--- src/rtl/demux1_to_4_sar_if.sv ---
// Bundles the stream signals of the 1-to-4 packet demultiplexer.
//   in_valid/in_ready/in_data/in_last/sel : input stream and lane select
//   out_valid/out_ready/out_data/out_last : four output lanes, lane i at bit i / [i*W +: W]
//   busy/active_lane                      : packet-in-progress status
// master: the side that sources the input stream and sinks the lanes.
// slave : the demultiplexer itself.
interface demux1_to_4_sar_if #(
  parameter int unsigned W = 8
);
  logic           in_valid;
  logic           in_ready;
  logic [W-1:0]   in_data;
  logic           in_last;
  logic [1:0]     sel;
  logic [3:0]     out_valid;
  logic [3:0]     out_ready;
  logic [4*W-1:0] out_data;
  logic [3:0]     out_last;
  logic           busy;
  logic [1:0]     active_lane;

  modport master (
    output in_valid, in_data, in_last, sel, out_ready,
    input  in_ready, out_valid, out_data, out_last, busy, active_lane
  );

  modport slave (
    input  in_valid, in_data, in_last, sel, out_ready,
    output in_ready, out_valid, out_data, out_last, busy, active_lane
  );
endinterface

--- src/rtl/demux1_to_4_sar.sv ---
// Registered 1-to-4 packet demultiplexer.
// The lane is taken from sel on the first beat of a packet and locked until the beat
// marked last. Every lane has its own 2-entry in-order buffer, so a stalled lane only
// blocks packets aimed at it.
// Ports:
//   clk : system clock, rising edge
//   rst : synchronous active-high reset
//   bus : demux1_to_4_sar_if.slave (input stream, four output lanes, busy/active_lane)
module demux1_to_4_sar #(
  parameter int unsigned W = 8
) (
  input logic              clk,
  input logic              rst,
  demux1_to_4_sar_if.slave bus
);

  localparam logic [0:0] StIdle  = 1'b0;
  localparam logic [0:0] StRoute = 1'b1;

  typedef logic [W:0] entry_t;  // {last, data}

  logic [0:0]            state_q, state_d;
  logic [1:0]            active_q, active_d;
  entry_t [3:0][1:0]     ent_q, ent_d;   // [lane][0] is the head entry
  logic   [3:0][1:0]     cnt_q, cnt_d;
  logic [1:0]            lane;
  logic                  accept;
  logic [3:0]            push, pop;
  entry_t                new_entry;

  // Lane select: sel only matters on the first beat of a packet.
  assign lane      = (state_q == StRoute) ? active_q : bus.sel;
  // Based on the stored count only, so out_ready never reaches in_ready combinationally.
  assign bus.in_ready = !rst && (cnt_q[lane] != 2'd2);
  assign accept    = bus.in_valid && bus.in_ready;
  assign new_entry = {bus.in_last, bus.in_data};

  always_comb begin
    push = '0;
    pop  = '0;
    for (int i = 0; i < 4; i++) begin
      push[i] = accept && (lane == 2'(i));
      pop[i]  = (cnt_q[i] != 2'd0) && bus.out_ready[i];
    end
  end

  // Packet FSM
  always_comb begin
    state_d  = state_q;
    active_d = active_q;
    if (accept) begin
      if (state_q == StIdle) begin
        active_d = bus.sel;
        state_d  = bus.in_last ? StIdle : StRoute;
      end else if (bus.in_last) begin
        state_d = StIdle;
      end
    end
  end

  // Lane buffers: shift-style 2-entry FIFOs with the head always in slot 0.
  always_comb begin
    ent_d = ent_q;
    cnt_d = cnt_q;
    for (int i = 0; i < 4; i++) begin
      if (push[i] && pop[i]) begin
        // Only reachable with count 1: the head leaves and the new beat replaces it.
        ent_d[i][0] = new_entry;
      end else if (push[i]) begin
        if (cnt_q[i] == 2'd0) begin
          ent_d[i][0] = new_entry;
          cnt_d[i]    = 2'd1;
        end else begin
          ent_d[i][1] = new_entry;
          cnt_d[i]    = 2'd2;
        end
      end else if (pop[i]) begin
        ent_d[i][0] = ent_q[i][1];
        cnt_d[i]    = cnt_q[i] - 2'd1;
      end
    end
  end

  always_ff @(posedge clk) begin
    if (rst) begin
      state_q  <= StIdle;
      active_q <= 2'd0;
      ent_q    <= '0;
      cnt_q    <= '0;
    end else begin
      state_q  <= state_d;
      active_q <= active_d;
      ent_q    <= ent_d;
      cnt_q    <= cnt_d;
    end
  end

  always_comb begin
    bus.out_valid = '0;
    bus.out_data  = '0;
    bus.out_last  = '0;
    for (int i = 0; i < 4; i++) begin
      bus.out_valid[i] = (cnt_q[i] != 2'd0);
      // Empty lanes present zero rather than stale slot contents.
      if (cnt_q[i] != 2'd0) begin
        bus.out_data[i*W +: W] = ent_q[i][0][W-1:0];
        bus.out_last[i]        = ent_q[i][0][W];
      end
    end
  end

  assign bus.busy        = (state_q == StRoute);
  assign bus.active_lane = active_q;

endmodule

--- src/flat_wrapper.sv ---
// flat-port wrapper written by rule: the top's interface ports become plain ports
module demux1_to_4_sar_flat 
#(
  parameter int unsigned W = 8
)
  (clk, rst, bus_in_valid, bus_in_data, bus_in_last, bus_sel, bus_out_ready, bus_in_ready, bus_out_valid, bus_out_data, bus_out_last, bus_busy, bus_active_lane);
  demux1_to_4_sar_if #(.W(W)) bus_i ();
  input logic clk;
  input logic rst;
  input wire logic [$bits(bus_i.in_valid)-1:0] bus_in_valid;
  input wire logic [$bits(bus_i.in_data)-1:0] bus_in_data;
  input wire logic [$bits(bus_i.in_last)-1:0] bus_in_last;
  input wire logic [$bits(bus_i.sel)-1:0] bus_sel;
  input wire logic [$bits(bus_i.out_ready)-1:0] bus_out_ready;
  output wire logic [$bits(bus_i.in_ready)-1:0] bus_in_ready;
  output wire logic [$bits(bus_i.out_valid)-1:0] bus_out_valid;
  output wire logic [$bits(bus_i.out_data)-1:0] bus_out_data;
  output wire logic [$bits(bus_i.out_last)-1:0] bus_out_last;
  output wire logic [$bits(bus_i.busy)-1:0] bus_busy;
  output wire logic [$bits(bus_i.active_lane)-1:0] bus_active_lane;
  assign bus_i.in_valid = bus_in_valid;
  assign bus_i.in_data = bus_in_data;
  assign bus_i.in_last = bus_in_last;
  assign bus_i.sel = bus_sel;
  assign bus_i.out_ready = bus_out_ready;
  assign bus_in_ready = bus_i.in_ready;
  assign bus_out_valid = bus_i.out_valid;
  assign bus_out_data = bus_i.out_data;
  assign bus_out_last = bus_i.out_last;
  assign bus_busy = bus_i.busy;
  assign bus_active_lane = bus_i.active_lane;
  demux1_to_4_sar #(.W(W)) u_core (.clk(clk), .rst(rst), .bus(bus_i));
endmodule
--- config.mk ---
export PLATFORM = sky130hd
export DESIGN_NAME = demux1_to_4_sar_flat
export DESIGN_NICKNAME = d
export VERILOG_FILES = /design/src/rtl/demux1_to_4_sar_if.sv /design/src/rtl/demux1_to_4_sar.sv /design/src/flat_wrapper.sv
export SDC_FILE = /design/constraint.sdc
export NUM_CORES = 1
export LEC_CHECK = 0
export ABC_AREA = 1
export BUFFER_PORTS_ARGS = -buffer_cell sky130_fd_sc_hd__buf_2
export CORE_MARGIN = 4
export CORE_UTILIZATION = 40
export CTS_CLUSTER_DIAMETER = 150
export DETAILED_ROUTE_END_ITERATION = 12
export GPL_ROUTABILITY_DRIVEN = 0
export PLACE_DENSITY_LB_ADDON = 0.12
export SYNTH_ARGS = -nofsm -noshare
export SYNTH_HDL_FRONTEND = slang
export SYNTH_SLANG_ARGS = --single-unit
--- constraint.sdc ---
create_clock -name clk -period 3.8 [get_ports clk]
set_input_delay 0.19 -clock clk [delete_from_list [all_inputs] [get_ports clk]]
set_output_delay 0.19 -clock clk [all_outputs]
set_load 0.03 [all_outputs]
==> reports/results.tsv, run 1 <==
metric	value	unit
slew_viol_final	0	
cts_tree	done	
drive_gt1_share	13.87	%
path_cells	inv_2 > nand2_1 > nand2_1 > nor2_1 > nand4_4 > inv_2 > ha_1 > nor2_1 > nand3_1 > nand2_1 > nor2_1	
seqCellArea	0.001662	mm²
synth_most_common_cell	nor2_1	
grt_max_degree	41	
n_antenna_cell	0	
cp.required	4.08	ns
grt_setup_unrepaired	false	
hold_buffers	0	
cts_buffers	9	
fp.dieW	116.0	µm
finalNonFillerCells	929	
dp_hpwl	9358	µm
ys_types	22	
max_freq	0.3560	GHz
die-area	0.01345	mm²
syn_area	0.004663	mm²
fp.coreArea	0.01142	mm²
cpPeakStageDelay	0.71	ns
relSlewSlack	39.37	%
power_density	580.5	mW/mm²
setup_ws	0.9911	ns
routedWlPerCell	14.18	µm
setup.worst_path.start_class	register	
cts_setup_buffers	0	
clock_sinks	83	
drv_cap	0	
clk_pin_slew_worst_paths	0.06	ns
tightest_slew	0.9061	ns
die_h	116.0	µm
yosysSeqAreaShare	35.63	%
io_buffers	61	
grtUsageMet2	33.10	%
peakVddDrop	0.2843	mV
cp.arrival	3.09	ns
grt.busiest_layer	met2	
critPathKind	register to register	
synth_top_area_cell	dfxtp_1	
clock_path_buffers	2	
yosysWarningCount	0	
fillerInstances	1202	
yosys.area.top_type_share	35.63	%
synthArstFlopShare	0	%
multi_input_area	0.002526	mm²
utilization	46.50	%
gr-total-overflow	0	
syn-instance-count	737	
finalCritPeriodShare	73.92	%
dr.first_iter.drc_count	269	
syn-num-nets	763	
critPathCaptureType	register	
hold_violations	0	
postRouteAntennaNets	0	
cts_root_buf	clkbuf_16	
p_total	3082	µW
clkLatencyLatePin	0.34	ns
io_pins	62	
fin_crit	2.809	ns
ys_ff_latch	83	
crit_path_max_fanout	14	
synthFlopType	dfxtp_1	
rows	39	
dp_cells	913	
min_path_type	input pin to register	
drt_pass1_iterations	5	
antenna_found_initial	0	
drc	0	
grt_pass1_wl	21290	µm
routed_wl	13180	µm
fin_setup_tns	0	ns
vias	4682	
grt_util_met3	3.185	%
cts.htree.levels	3	
status	completed	
start_util	40.84	%
final_net_count	807	
synthTopCellsByArea	dfxtp_1, nor2_1, nand2_1, nand3_1, inv_1	
grt_use_met1	25.72	%
grt_usage	20.06	%
synth_common_cells	nor2_1, nand2_1, nand3_1, dfxtp_1, inv_1	
setup_viol	0	
place_ws	1.034	ns
synth-edff-count	0	
vias_per_cell	5.040	
clock-skew-final	0.006279	ns
syn2layout_area_growth	13.87	%
syn_avg_cell_area	6.327	µm²
grt_pass1_vias	4421	
p_leak	0.002786	µW
cts_resized	0	
slowest_stage	nor2_1	
==> cells by family after synthesis <==
group	share of synthesized area, %
adders and majority gates	2.147
and+or+nand+nor	50.34
AOI/OAI and AO/OA	1.690
DFF	35.63
buffers and inverters	10.20
==> worst max-delay path: cells and delay by family, from the launching register on <==
family                     cells  cell delay [ns]
and+or+nand+nor                8             1.73
buffers and inverters          2             0.34
adders and majority gates      1             0.25
DFF                            1             0.41
==> per-stage QoR <==
step	cell area, µm²	hold slack [ns]
after floorplan	4663	0.4407
after global placement	5014	0.4503
after detailed placement	5014	0.4584
after CTS	5310	0.2044
after global routing	5310	0.2327
final	5310	0.2124
==> cell usage in the layout (no fill, tap or decap), drive strengths merged <==
cell	Yosys	layout
nand4	44	44
nor3	4	4
nand2	188	188
a211oi	1	1
inv	79	79
clkinvlp	0	2
dfxtp	83	83
o21ai	2	2
bufinv	0	1
clkinv	0	1
ha	8	8
nor2	198	198
nand3	86	86
a21oi	10	10
clkbuf	9	12
buf	25	67
==> path summary, 6_finish.rpt <==
path / from / end / slack [ns] / cells after the start
worst max-delay path: u_core.bus.busy$_SDFFE_PP0P_ / u_core.ent_q[67]$_SDFFE_PP0P_ / 0.99 / 11
worst min-delay path: rst / u_core.cnt_q[3]$_SDFFE_PP0P_ / 0.21 / 2
worst max register to register: u_core.bus.busy$_SDFFE_PP0P_ / u_core.ent_q[67]$_SDFFE_PP0P_ / 0.99 / 11
worst min register to register: u_core.ent_q[64]$_SDFFE_PP0P_ / u_core.ent_q[64]$_SDFFE_PP0P_ / 0.47 / 2
==> power breakdown <==
group / switching, µW / total (µW) / leakage, µW / internal, µW
Combinational: 803 / 1130 / 0.00197 / 328
Clock: 363 / 890 / 0.000139 / 527
Sequential: 51.2 / 1060 / 0.000676 / 1010
==> flip-flops by register name, indices dropped and copies added (netlist names) <==
register and count:
u_core.bus.active_lane 2, u_core.ent_q 72, u_core.bus.busy 1, u_core.cnt_q 8
==> layer usage <==
layer	part of all wire, %	vias up
met3	6.2	33
met1	44	2105
met5	0	-
li1	-	2405
met2	47	139
met4	2.9	0
==> cell type report <==
type                    count  area share, %
flip-flops and latches     83          31.29
inverters                  79          5.584
clock buffers              12          4.642
multi-input cells         541          47.57
well taps                 143          3.369
clock inverters             4         0.9425
repair buffers             67          6.598
No activity file was read; power rests on OpenSTA's default activity.
==> inputs of run 2 (changes only) <==
Clock period 3.8 ns to 2.4 ns, I/O delays scaled along.
==> reports/results.tsv, run 2 (synthesized netlist as in run 1, its figures left out) <==
metric	value	unit
io_pins	62	
min_path_type	input pin to register	
tightest_slew	0.7433	ns
grt_pass1_wl	21360	µm
hold_buffers	0	
drc	0	
slew_viol_final	0	
syn2layout_area_growth	18.14	%
clock-skew-final	0.008069	ns
clkLatencyLatePin	0.35	ns
routed_wl	12970	µm
routedWlPerCell	13.61	µm
dp_hpwl	9293	µm
cpPeakStageDelay	0.42	ns
fin_area	0.005509	mm²
path_cells	inv_2 > nand2_1 > nand2_2 > nand3_1 > nand2_1 > nor2_4 > nand2_4 > nand4_4 > inv_2 > ha_1 > nor2_1 > buf_4 > nand3_1 > nand2_1 > nor2_1	
min_from	rst	
p_total	4989	µW
drt_pass1_iterations	5	
grt_pass1_vias	4488	
timing.rr.end	u_core.ent_q[66]$_SDFFE_PP0P_	
min_to	u_core.cnt_q[1]$_SDFFE_PP0P_	
crit_path_max_fanout	10	
cts_tree	done	
grt_setup_unrepaired	false	
most-common-layout-cells	nor2_1, nand2_1, nand3_1	
critPathCaptureType	register	
clock_sinks	83	
gr-total-overflow	0	
cts_root_buf	clkbuf_16	
die-area	0.01345	mm²
layout_commonest_cell	nor2_1	
largest_register_ffs	72	
fp.dieW	116.0	µm
power_density	905.6	mW/mm²
setup.worst_path.start_class	register	
clock_path_buffers	2	
antenna_found_initial	0	
peakVddDrop	0.4469	mV
place_ws	0.1930	ns
cts.htree.levels	3	
p_leak	0.002925	µW
finalCritPeriodShare	90.74	%
grt_max_degree	73	
fillerInstances	1214	
grt_usage	20.28	%
worst_hold_slack	0.1300	ns
rows	39	
dr.first_iter.drc_count	234	
slowest_stage	dfxtp_1	
status	completed	
vias_per_cell	4.987	
fin_setup_tns	0	ns
met3_length	762	µm
placed_cell_area	0.005164	mm²
cp.required	2.64	ns
n_antenna_cell	0	
fp.coreArea	0.01142	mm²
io_buffers	61	
wl_met1	5712	µm
cts_buffers	9	
die_h	116.0	µm
top_register	u_core.ent_q	
whs_path_depth	2	
r2r_cells	15	
clk_pin_slew_worst_paths	0.06	ns
rr_startpoint	u_core.bus.busy$_SDFFE_PP0P_	
final_net_count	832	
top_layer	met4	
vias	4753	
worst_path_most_repeated_cell	nand2_1	
cp.arrival	2.42	ns
postRouteAntennaNets	0	
wl_met2	6156	µm
fin_crit	2.178	ns
drive_gt1_share	16.42	%
hold_violations	0	
cts_resized	0	
start_util	40.84	%
setup_viol	0	
crit_family	simple AND/OR/NAND/NOR gates	
r2r_slack	0.22	ns
drv_cap	0	
max_freq	0.4592	GHz
critPathKind	register to register	
cts_setup_buffers	0	
critPathBufInv	3	
relSlewSlack	50.44	%
setup_ws	0.2222	ns
==> run 2: cell count changes in the layout (fill, tap and decap cells not counted), sizes merged <==
cell and change:
buf +25, clkinvlp -2, clkbuf +1
==> run 2: through the flow <==
| step | cells | util, % |
|---|---|---|
| floorplan | 737 | - |
| global placement | 933 | 45.22 |
| detailed placement | 933 | 45.22 |
| CTS | 948 | 47.81 |
| global route | 953 | 48.25 |
| finish | 953 | 48.25 |
==> run 2: worst max path at each step <==
stage | startpoint | to | slack, ns | depth (start not counted)
2_1_floorplan | u_core.bus.busy$_SDFFE_PP0P_ | u_core.ent_q[63]$_SDFFE_PP0P_ | 0.04 | 14
3_3_place_gp | u_core.bus.busy$_SDFFE_PP0P_ | u_core.ent_q[55]$_SDFFE_PP0P_ | 0.28 | 13
3_5_place_dp | u_core.bus.busy$_SDFFE_PP0P_ | u_core.ent_q[37]$_SDFFE_PP0P_ | 0.19 | 13
4_1_cts | u_core.bus.busy$_SDFFE_PP0P_ | bus_in_ready | 0.06 | 10
5_1_grt | u_core.bus.busy$_SDFFE_PP0P_ | u_core.ent_q[69]$_SDFFE_PP0P_ | 0.002 | 16
6_report | u_core.bus.busy$_SDFFE_PP0P_ | u_core.ent_q[66]$_SDFFE_PP0P_ | 0.22 | 15
==> run 2: where the power goes <==
group / switching [µW] / internal, µW
logic: 1280 / 620
clock network: 551 / 856
registers: 80.6 / 1600
==> run 2: metal layers <==
| layer | GRT usage [%] | vias up |
|---|---|---|
| li1 | - | 2465 |
| met5 | 0 | - |
| met1 | 25.65 | 2146 |
| met2 | 33.37 | 117 |
| met3 | 3.655 | 25 |
| met4 | 9.745 | 0 |
==> run 2: worst reg2reg max path, stage by stage, from the launching register on <==
cell and delay, ns:
dfxtp_1 0.42, inv_2 0.09, nand2_1 0.08, nand2_2 0.09
nand3_1 0.09, nand2_1 0.09, nor2_4 0.17, nand2_4 0.12
nand4_4 0.09, inv_2 0.09, ha_1 0.25, nor2_1 0.10
buf_4 0.16, nand3_1 0.09, nand2_1 0.08, nor2_1 0.05
==> run 2: final cells by class <==
cell class / count / area [µm²] / area share, %
clock buffer: 13 / 260.3 / 4.724
clock inverter: 2 / 35.03 / 0.6359
inverter: 79 / 296.5 / 5.383
multi-input combinational: 541 / 2526 / 45.86
sequential: 83 / 1662 / 30.16
tap: 143 / 178.9 / 3.248
timing repair buffer: 92 / 550.5 / 9.993
